<file path="src/rtl/hqm_aw_sync_deglitch.sv">
// -----------------------------------------------------------------------------
// hqm_aw_sync_deglitch
//
// Deglitch and edge-detect stage that sits directly behind a single-bit
// double-flop synchronizer. A change on the synchronized level is accepted
// only after it has differed from the current filtered level for
// FILTER_CYCLES consecutive enabled clocks. Accepted changes produce a
// one-cycle rise or fall pulse and bump a saturating transition counter that
// is exposed to status/debug CSRs.
//
// Parameters:
//   FILTER_CYCLES  consecutive differing samples needed to accept a change (1..255)
//   RST_VAL        reset value of the filtered level
//   CNT_WIDTH      width of the transition counter (1..32)
//
// Ports:
//   clk           clock, single domain
//   rst_n         synchronous active-low reset
//   data_sync     synchronized input level
//   enable        filter enable; low freezes the filter and clears progress
//   cnt_clr       synchronous clear of edge_cnt / edge_cnt_sat
//   data_filt     filtered level (registered)
//   rise          one-cycle pulse on an accepted 0->1 change (registered)
//   fall          one-cycle pulse on an accepted 1->0 change (registered)
//   edge_cnt      saturating count of accepted transitions (registered)
//   edge_cnt_sat  sticky flag, set once edge_cnt reaches all-ones (registered)
// -----------------------------------------------------------------------------
module hqm_aw_sync_deglitch #(
    parameter int       FILTER_CYCLES = 4,
    parameter logic     RST_VAL       = 1'b0,
    parameter int       CNT_WIDTH     = 8
) (
    input  logic                 clk,
    input  logic                 rst_n,
    input  logic                 data_sync,
    input  logic                 enable,
    input  logic                 cnt_clr,
    output logic                 data_filt,
    output logic                 rise,
    output logic                 fall,
    output logic [CNT_WIDTH-1:0] edge_cnt,
    output logic                 edge_cnt_sat
);

    localparam int                STAB_W    = $clog2(FILTER_CYCLES + 1);
    localparam logic [STAB_W-1:0] STAB_LAST = STAB_W'(FILTER_CYCLES - 1);

    logic [STAB_W-1:0]    r_stab_cnt;
    logic                 r_data_filt;
    logic                 r_rise;
    logic                 r_fall;
    logic [CNT_WIDTH-1:0] r_edge_cnt;
    logic                 r_edge_cnt_sat;

    logic                 w_differ;
    logic                 w_accept;
    logic [CNT_WIDTH-1:0] w_cnt_inc;

    // A change is accepted on the edge that sees the last of FILTER_CYCLES
    // consecutive differing samples.
    assign w_differ  = (data_sync != r_data_filt);
    assign w_accept  = enable && w_differ && (r_stab_cnt == STAB_LAST);
    assign w_cnt_inc = r_edge_cnt + CNT_WIDTH'(1);

    always_ff @(posedge clk) begin
        if (!rst_n) begin
            r_stab_cnt     <= '0;
            r_data_filt    <= RST_VAL;
            r_rise         <= 1'b0;
            r_fall         <= 1'b0;
            r_edge_cnt     <= '0;
            r_edge_cnt_sat <= 1'b0;
        end else begin
            // Pulses are single-cycle: default low, raised only on acceptance.
            r_rise <= 1'b0;
            r_fall <= 1'b0;

            if (!enable) begin
                r_stab_cnt <= '0;
            end else if (!w_differ) begin
                r_stab_cnt <= '0;
            end else if (w_accept) begin
                r_data_filt <= data_sync;
                r_stab_cnt  <= '0;
                r_rise      <= data_sync;
                r_fall      <= ~data_sync;
            end else begin
                r_stab_cnt <= r_stab_cnt + STAB_W'(1);
            end

            // Clear coinciding with an accepted transition keeps that event.
            if (cnt_clr) begin
                r_edge_cnt     <= w_accept ? CNT_WIDTH'(1) : '0;
                r_edge_cnt_sat <= 1'b0;
            end else if (w_accept && (r_edge_cnt != '1)) begin
                r_edge_cnt <= w_cnt_inc;
                if (w_cnt_inc == '1) begin
                    r_edge_cnt_sat <= 1'b1;
                end
            end
        end
    end

    assign data_filt    = r_data_filt;
    assign rise         = r_rise;
    assign fall         = r_fall;
    assign edge_cnt     = r_edge_cnt;
    assign edge_cnt_sat = r_edge_cnt_sat;

endmodule

</file>
<file path="config.mk">
export PLATFORM = sky130hd
export DESIGN_NAME = hqm_aw_sync_deglitch
export DESIGN_NICKNAME = d
export VERILOG_FILES = /design/src/rtl/hqm_aw_sync_deglitch.sv
export SDC_FILE = /design/constraint.sdc
export NUM_CORES = 1
export LEC_CHECK = 0
export BUFFER_PORTS_ARGS = -buffer_cell sky130_fd_sc_hd__clkbuf_2
export CORE_MARGIN = 1
export CORE_UTILIZATION = 30
export DETAILED_ROUTE_END_ITERATION = 6
export GPL_ROUTABILITY_DRIVEN = 0
export PLACE_DENSITY_LB_ADDON = 0.08
export SLEW_MARGIN = 10
export SYNTH_ARGS = -nofsm -noshare
export SYNTH_HDL_FRONTEND = slang
export SYNTH_SLANG_ARGS = --single-unit
</file>
<file path="constraint.sdc">
create_clock -name clk -period 3 [get_ports clk]
set_clock_uncertainty 0.2 [all_clocks]
set_input_delay 0.45 -clock clk [delete_from_list [all_inputs] [get_ports clk]]
set_output_delay 0.45 -clock clk [all_outputs]
set_load 0.02 [all_outputs]
</file>
---- Yosys cells after proc, flatten, opt, wreduce, memory -nomap -nowiden ----
Index checks and enable logic that the tools add are counted.
word-level totals
  register bits ........................... 15
  memory bits (writable) .................. 0
  bits in latches ......................... 0
  memories kept ........................... 0
  output and inout port bits .............. 12
  bits in read-only memories .............. 0
  logic and storage cells ................. 28
  bits of input ports ..................... 5
cells by class
  multiply operators ...................... 0
  multiplexer cells ....................... 3
  shift-type cells ........................ 0
  equality and inequality tests ........... 4
  $lt $le $gt $ge ......................... 0
  div/mod/pow operators ................... 0
  bitwise operators ....................... 4
  reduce and logical (&&, ||, !) cells .... 9
  add/sub/neg operators ................... 2
operators with widths
  operator                                        number
  two-way mux 8 bit                               2
  adder 8 x 1 -> 8 bit (second input constant)    1
  == test 8 bit (second input constant)           1
  inequality test 8 bit (second input constant)   1
  NOT 1 bit                                       4
  AND reduction 4 bit                             1
  OR reduction 4 bit                              1
  adder 3 x 1 -> 3 bit (second input constant)    1
  == test 3 x 2 -> 1 bit (second input constant)  1
  logical AND 1 bit                               3
  AND reduction 3 bit                             1
  AND reduction 2 bit                             1
  nonzero test 2 bit                              1
  OR reduction 2 bit                              1
  two-way mux 1 bit                               1
  inequality test 1 bit                           1

---- Depth between registers and ports, before layout ----
Gate-level depths: netlist of the first run.
  depth in word-level cells ............... 6
  gate-level depth with buffers ........... 6
  mapped depth without buffers ............ 5

---- Worst setup path before layout of the first run ----
OpenSTA, ideal clock, no wires.
  path kind ............................... reg-to-reg
  start ................................... register r_edge_cnt[3], in the netlist edge_cnt[3]
  end ..................................... register r_edge_cnt[5], in the netlist edge_cnt[5]
  path slack .............................. 1.114 ns
  arrival ................................. 1.616 ns
  buffers on the path ..................... 2
  clock period less this slack ............ 1.886 ns
  stages on the path, launching flop included .. 7
  cell sequence ........................... dfxtp_1 and3_1 buf_6 and4_4 buf_6 or4_1 a21oi_1
on the way
  longest elaborated chain between the ends .. 3
RTL lines
  element                                                        RTL line  text
  from (decl)                                                    52        logic [CNT_WIDTH-1:0] r_edge_cnt;
  from (signal assigned)                                         93        r_edge_cnt <= w_accept ? CNT_WIDTH'(1) : '0;
  from (signal assigned)                                         96        r_edge_cnt <= w_cnt_inc;
  adder 8 x 1 -> 8 bit or inequality test 8 bit (tied branches)  63, 95
  two-way mux 8 bit or logical AND 1 bit (tied branches)         95        end else if (w_accept && (r_edge_cnt != '1)) begin
  two-way mux 8 bit or nonzero test 2 bit (tied branches)        n/a
Several ways; a longest one is shown, not always the timed one. The select of a mux whose other input is x is not followed.
A chain may end at the register's enable or synchronous reset.

---- Final worst setup path of the first run ----
  start ................................... register r_stab_cnt[0]
  end ..................................... register r_edge_cnt[3], in the netlist edge_cnt[3]
on the way
  longest elaborated chain between the ends .. 4
RTL lines
  element                              RTL line  text
  from (decl)                          48        logic [STAB_W-1:0] r_stab_cnt;
  from (signal assigned)               88        r_stab_cnt <= r_stab_cnt + STAB_W'(1);
  == test 3 x 2 -> 1 bit               62        assign w_accept = enable && w_differ && (r_stab_cnt == STAB_LAST);
  logical AND 1 bit                    62
  logical AND 1 bit                    95
  nonzero test 2 bit (no source line)  n/a
Every way passes these cells.

==> results of run 1 <==
==> cell type report <==
cell class              instances  area (um^2)
clock buffers                   3        22.52
clock inverters                 1        5.005
fillers                       287         1575
inverters                       5        18.77
multi-input cells              66        437.9
flip-flops and latches         15        300.3
well taps                      30        37.54
repair buffers                 16        80.08
==> stage by stage <==
stage / hold WS (ns) / instance area (um^2) / util [%] / setup slack [ns]
CTS: 0.1451 / 902.1 / 36.41 / 0.9813
global placement: 0.2129 / 874.6 / 35.30 / 0.8561
global route: 0.1457 / 902.1 / 36.41 / 0.8145
finish: 0.1603 / 902.1 / 36.41 / 0.9987
detailed placement: 0.2125 / 874.6 / 35.30 / 0.8280
floorplan: 0.1992 / 792.0 / - / 1.114
==> state kept, by name (all words and copies together), names as in the netlist <==
| register | flops |
|---|---|
| edge_cnt_sat | 1 |
| r_stab_cnt | 3 |
| edge_cnt | 8 |
| data_filt | 1 |
| fall | 1 |
| rise | 1 |
==> power by group through the flow <==
| stage | clock network (mW) | logic (mW) | registers, mW |
|---|---|---|---|
| after detailed placement | 0 | 0.0119 | 0.205 |
| final | 0.120 | 0.0115 | 0.200 |
| after floorplan | 0 | 0.00529 | 0.205 |
| after global routing | 0.138 | 0.0135 | 0.200 |
| after CTS | 0.128 | 0.0119 | 0.200 |
| after global placement | 0 | 0.0115 | 0.205 |
==> metal layers <==
layer / vias up / share of wire (%)
met1: 315 / 46
met2: 9 / 50
met4: 0 / 0.92
met3: 2 / 2.8
met5: - / 0
li1: 363 / -
==> cell usage after synthesis (all sizes together) <==
master | instances | share of area, %
dfxtp | 15 | 38
nand2 | 12 | 5.7
a21oi | 6 | 3.8
inv | 5 | 2.4
o31ai | 5 | 4.7
ha | 4 | 6.3
nor2 | 4 | 1.9
or4 | 4 | 3.8
and3 | 3 | 2.4
buf | 3 | 3.5
and2 | 2 | 1.6
clkbuf | 2 | 0.95
mux2i | 2 | 2.5
nand2b | 2 | 1.6
nand3 | 2 | 1.3
nand4 | 2 | 1.6
nand4b | 2 | 2.2
a211oi | 1 | 0.95
a21boi | 1 | 0.95
a22o | 1 | 1.1
a311oi | 1 | 1.1
a32o | 1 | 1.3
a41o | 1 | 1.3
and4 | 1 | 1.4
nor2b | 1 | 0.79
nor3 | 1 | 0.63
nor4 | 1 | 0.79
nor4b | 1 | 1.1
o21a | 1 | 0.95
o21ai | 1 | 0.63
o22ai | 1 | 0.79
xnor2 | 1 | 1.1
xor2 | 1 | 1.1
==> path summary, 6_finish.rpt <==
| path | start | depth (start not counted) | endpoint | slack, ns |
|---|---|---|---|---|
| max | r_stab_cnt[0]$_SDFF_PP0_ | 5 | edge_cnt[3]$_SDFFE_PN0P_ | 1.0 |
| min | data_sync | 2 | fall$_SDFF_PN0_ | 0.16 |
| max reg2reg | r_stab_cnt[0]$_SDFF_PP0_ | 5 | edge_cnt[3]$_SDFFE_PN0P_ | 1.0 |
| min reg2reg | r_stab_cnt[0]$_SDFF_PP0_ | 1 | r_stab_cnt[0]$_SDFF_PP0_ | 0.22 |
==> cell usage in the layout (no fill, tap or decap), drive strengths merged, types with 2 or more instances in the layout <==
cell,n
inv,5
nand4,2
a21oi,6
nand3,2
or4,4
and3,3
nand4b,2
clkbuf,19
nand2,12
and2,2
mux2i,2
ha,4
dfxtp,15
nand2b,2
o31ai,5
nor2,4
==> cells by family after synthesis <==
logic type	count (synthesis)
buffers and inverters	10
adders and majority gates	4
and+or+nand+nor	38
AOI/OAI and AO/OA	20
muxes	2
DFF	15
xor gates and xnor gates	2
==> results.toml, run 1 <==
[synth]
syn-num-nets = 100
synth_xor_area_share_pct = 2.212
synthAdderAreaFrac_pct = 6.319
syn_area_um2 = 792.0
synth_cells = 91
synth_simple_gate_area_share_pct = 26.70
yosysWarnings = 0
syn_avg_cell_area_um2 = 8.703
ys_types = 34
synth_seq_cells = 15
synth_compound_area_share_pct = 17.54
synth_top_family_by_area = "simple AND/OR/NAND/NOR gates"
seq_area_frac_synth_pct = 37.91
synthMuxAreaShare_pct = 2.528

[power]
combPwrFrac_pct = 3.5
finalPower_mw = 0.3314
p_leak_nw = 0.3485
sw_frac_of_total_pct = 23.57
clockPowerShare_pct = 36.2
switching_power_mw = 0.07810
internal-power_mw = 0.2533
power_frac_seq_pct = 60.4
vdd_drop_max_mv = 0.2524
powerDensity_nw_per_um2 = 367.3

[setup_path]
cpLargestDelayFamily = "simple AND/OR/NAND/NOR gates"
cpMostUsedCell = "ha_1"
critPathCaptureType = "flop"
crit_type = "reg -> reg"
slowest_stage = "or4_1"
crit_chain = "ha_1 > ha_1 > nand3_1 > or4_1 > a21oi_1"
path_max_fanout = 13
cp.arrival_ns = 2.03
startpoint_type = "flop"
slowest_delay_ns = 0.61
crit_buf_inv = 0
critPathRequiredTime_ns = 3.03

[clocking]
cts_buffer_depth = 2
postCtsSetupBuffers = 0
holdBufCountCts = 0
clk_latency_ns = 0.29
cts_sinks = 15
tritoncts = "done"
numCtsBuffers = 3
cts_resized = 0
cts.clk_slew.worst_paths_ns = 0.10
root_buffer = "clkbuf_4"
h-tree-depth = 1

[place]
numPortBuffers = 16
placed_cells = 132
dp_hpwl_um = 1219

[worst_hold_path]
hold_class = "in -> reg"

[timing]
fmax_ghz = 0.4997
finalSetupViolations = 0
final_hold_viol_count = 0
tightest_slew_ns = 0.4796
finalCriticalPeriod_ns = 2.001
finalMaxSlewViolations = 0
rsz0062_at_grt = "false"
fin_setup_tns_ns = 0
slew_headroom_pct = 67.96
finalCritPeriodShare_pct = 66.71

[floorplanning]
fp.coreArea_um2 = 2477
die_y_um = 53.38
ioPinCount = 17
die-area_um2 = 2849
num_rows = 18
fp.dieW_um = 53.38
initial_core_util_pct = 31.97

[routing]
first_pass_iters = 3
ant_nets = 0
via_per_inst = 5.066
wire_per_inst_um = 11.97
drt_iter0_drc = 4
routed_wirelength_um = 1628
drc = 0
vias = 689

[cells_and_area]
drive_gt1_share_pct = 19.81
antenna_cells = 0
area_growth_pct = 13.90
stdcell_count = 136
layout.nets = 116

[grt]
top_usage_layer = "met2"
gr-usage-met3_pct = 6.034
gr-total-overflow = 0
grt_pass1_wl_um = 2649
antenna_found_initial = 0
grt_pass1_vias = 543
gr-usage-met1_pct = 16.13
met2_usage_pct = 21.67
track_usage_pct = 13.57
grt_max_degree = 14

[run]
drv_cap = 0

[outcome]
status = "finished clean"
No activity file was read; power rests on OpenSTA's default activity.
==> inputs of run 2 (changes only) <==
- ABC_AREA: not set -> 1
- clock period: 3 -> 2.1 ns (I/O delays scaled with it)
==> results.toml, run 2 <==
[cells_and_area]
final_cell_mix = "nand2_1, inv_1, nor2_1, clkbuf_2, dfxtp_1"
final_common_cell = "nand2_1"
fin_area_um2 = 957.2
area_growth_pct = 17.69
final.fill_count = 287
largest_register_ffs = 8
drive_gt1_share_pct = 23.13
fin_util_pct = 37.95
antenna_cells = 0
layout.nets = 144

[timing]
finalSetupViolations = 0
finalCritPeriodShare_pct = 81.45
finalMaxSlewViolations = 0
slew_headroom_pct = 78.25
tightest_slew_ns = 0.3250
rsz0062_at_grt = "false"
hold_slack_ns = 0.03195
finalCriticalPeriod_ns = 1.710
fin_setup_tns_ns = 0
final_hold_viol_count = 0
fmax_ghz = 0.5846

[outcome]
status = "finished clean"

[synth]
synth_common_cells = "nand2_1, inv_1, nor2_1"
synth_cells = 114
syn_avg_cell_area_um2 = 7.134
synth_edf_count = 0
ys_top_cells_by_area = "dfxtp_1, nand2_1, inv_1"
ys.flop_type = "dfxtp_1"
ys_types = 19
synth_top_area_share_pct = 36.92
yosysWarnings = 0
synth_most_common_cell = "nand2_1"
seq_area_frac_synth_pct = 36.92
synth-async-reset-ratio_pct = 0
synth_area_leader_cell = "dfxtp_1"
synth_seq_cells = 15
syn_area_um2 = 813.3
syn-num-nets = 123

[clocking]
cts_resized = 0
cts_sinks = 15
holdBufCountCts = 0
cts.clk_slew.worst_paths_ns = 0.09
numCtsBuffers = 3
cts_buffer_depth = 2
tritoncts = "done"
postCtsSetupBuffers = 0
root_buffer = "clkbuf_4"
h-tree-depth = 1
clk_latency_ns = 0.28

[floorplanning]
ioPinCount = 17
fp.dieW_um = 54.07
num_rows = 18
fp.coreArea_um2 = 2522
initial_core_util_pct = 32.24
die_y_um = 54.07
die-area_um2 = 2923

[power]
finalPower_mw = 0.4701
vdd_drop_max_mv = 0.3365
p_leak_nw = 0.3907
powerDensity_nw_per_um2 = 491.1

[routing]
wire_per_inst_um = 10.15
drc = 0
first_pass_iters = 4
ant_nets = 0
via_per_inst = 4.598
drt_iter0_drc = 14
routed_wirelength_um = 1665
vias = 754

[setup_path]
startpoint_type = "flop"
path_max_fanout = 6
cpMostUsedCell = "o21ai_1"
crit_chain = "ha_1 > nand2_2 > nor2_2 > nand2_1 > o21ai_1 > inv_1 > o21ai_1 > o31ai_1"
crit_buf_inv = 1
slowest_delay_ns = 0.43
crit_type = "reg -> reg"
slowest_stage = "dfxtp_1"
cp.arrival_ns = 1.68
critPathRequiredTime_ns = 2.07
critPathCaptureType = "flop"
cpLargestDelayFamily = "flip-flops"

[grt]
grt_pass1_wl_um = 2815
antenna_found_initial = 0
grt_pass1_vias = 633
track_usage_pct = 13.98
gr-total-overflow = 0
grt_max_degree = 9

[place]
dp_hpwl_um = 1422
numPortBuffers = 16
placed_area_um2 = 930.9

[worst_hold_path]
hold_class = "in -> reg"

[run]
drv_cap = 0
-- run 2: cell types whose count changed after synthesis, sizes merged, moves of 3 or more --
cell,previous run,this run
and3,3,0
o31ai,5,1
o21ai,1,7
nand2,12,29
or4,4,0
buf,3,0
nor2,4,22
nand3,2,8
inv,5,18
-- run 2: cells by family (layout without fill, tap and decap cells) --
logic type | Yosys count | count (layout) | share of synthesized area [%]
flip-flops | 15 | 15 | 36.92
adder cells (fa/ha/maj) | 4 | 4 | 6.154
AND/OR/NAND/NOR | 59 | 59 | 35.69
buffers and inverters | 18 | 38 | 8.923
AO/OA/AOI/OAI | 18 | 18 | 12.31
-- run 2: report_power, final --
group          leakage (nW)  switching, mW  internal (mW)
combinational         0.255         0.0133        0.00764
sequential            0.121       0.000485          0.285
clock                0.0150         0.0898         0.0737
-- run 2: final timing paths --
path,from,end,slack (ns),cells after the start
worst max register to register,edge_cnt[1]$_SDFFE_PN0P_,edge_cnt[0]$_SDFFE_PN0P_,0.39,8
worst min-delay path,data_sync,fall$_SDFF_PN0_,0.03,2
worst max-delay path,edge_cnt[1]$_SDFFE_PN0P_,edge_cnt[0]$_SDFFE_PN0P_,0.39,8
worst min register to register,r_stab_cnt[0]$_SDFF_PP0_,r_stab_cnt[0]$_SDFF_PP0_,0.22,1
-- run 2: final cells by class --
class / instances / area [um^2] / share of cell area [%]
Clock buffer: 4 / 26.28 / 2.745
Inverter: 18 / 72.57 / 7.582
Multi-Input combinational cell: 81 / 440.4 / 46.01
Sequential cell: 15 / 300.3 / 31.37
Tap cell: 30 / 37.54 / 3.922
Timing Repair Buffer: 16 / 80.08 / 8.366
-- run 2: routing by layer --
metal / wire length (um) / GRT usage (%) / vias to the layer above
li1: - / - / 401
met1: 811 / 18.82 / 336
met2: 771 / 20.78 / 12
met3: 53 / 3.390 / 5
met5: 0 / 0 / -
met4: 28 / 6.410 / 0
-- run 2: stage by stage --
stage	setup WS [ns]	instances
after global placement	0.4273	160
after global routing	0.1777	164
final	0.3896	164
after floorplan	0.4268	114
after CTS	0.3903	164
after detailed placement	0.4115	160
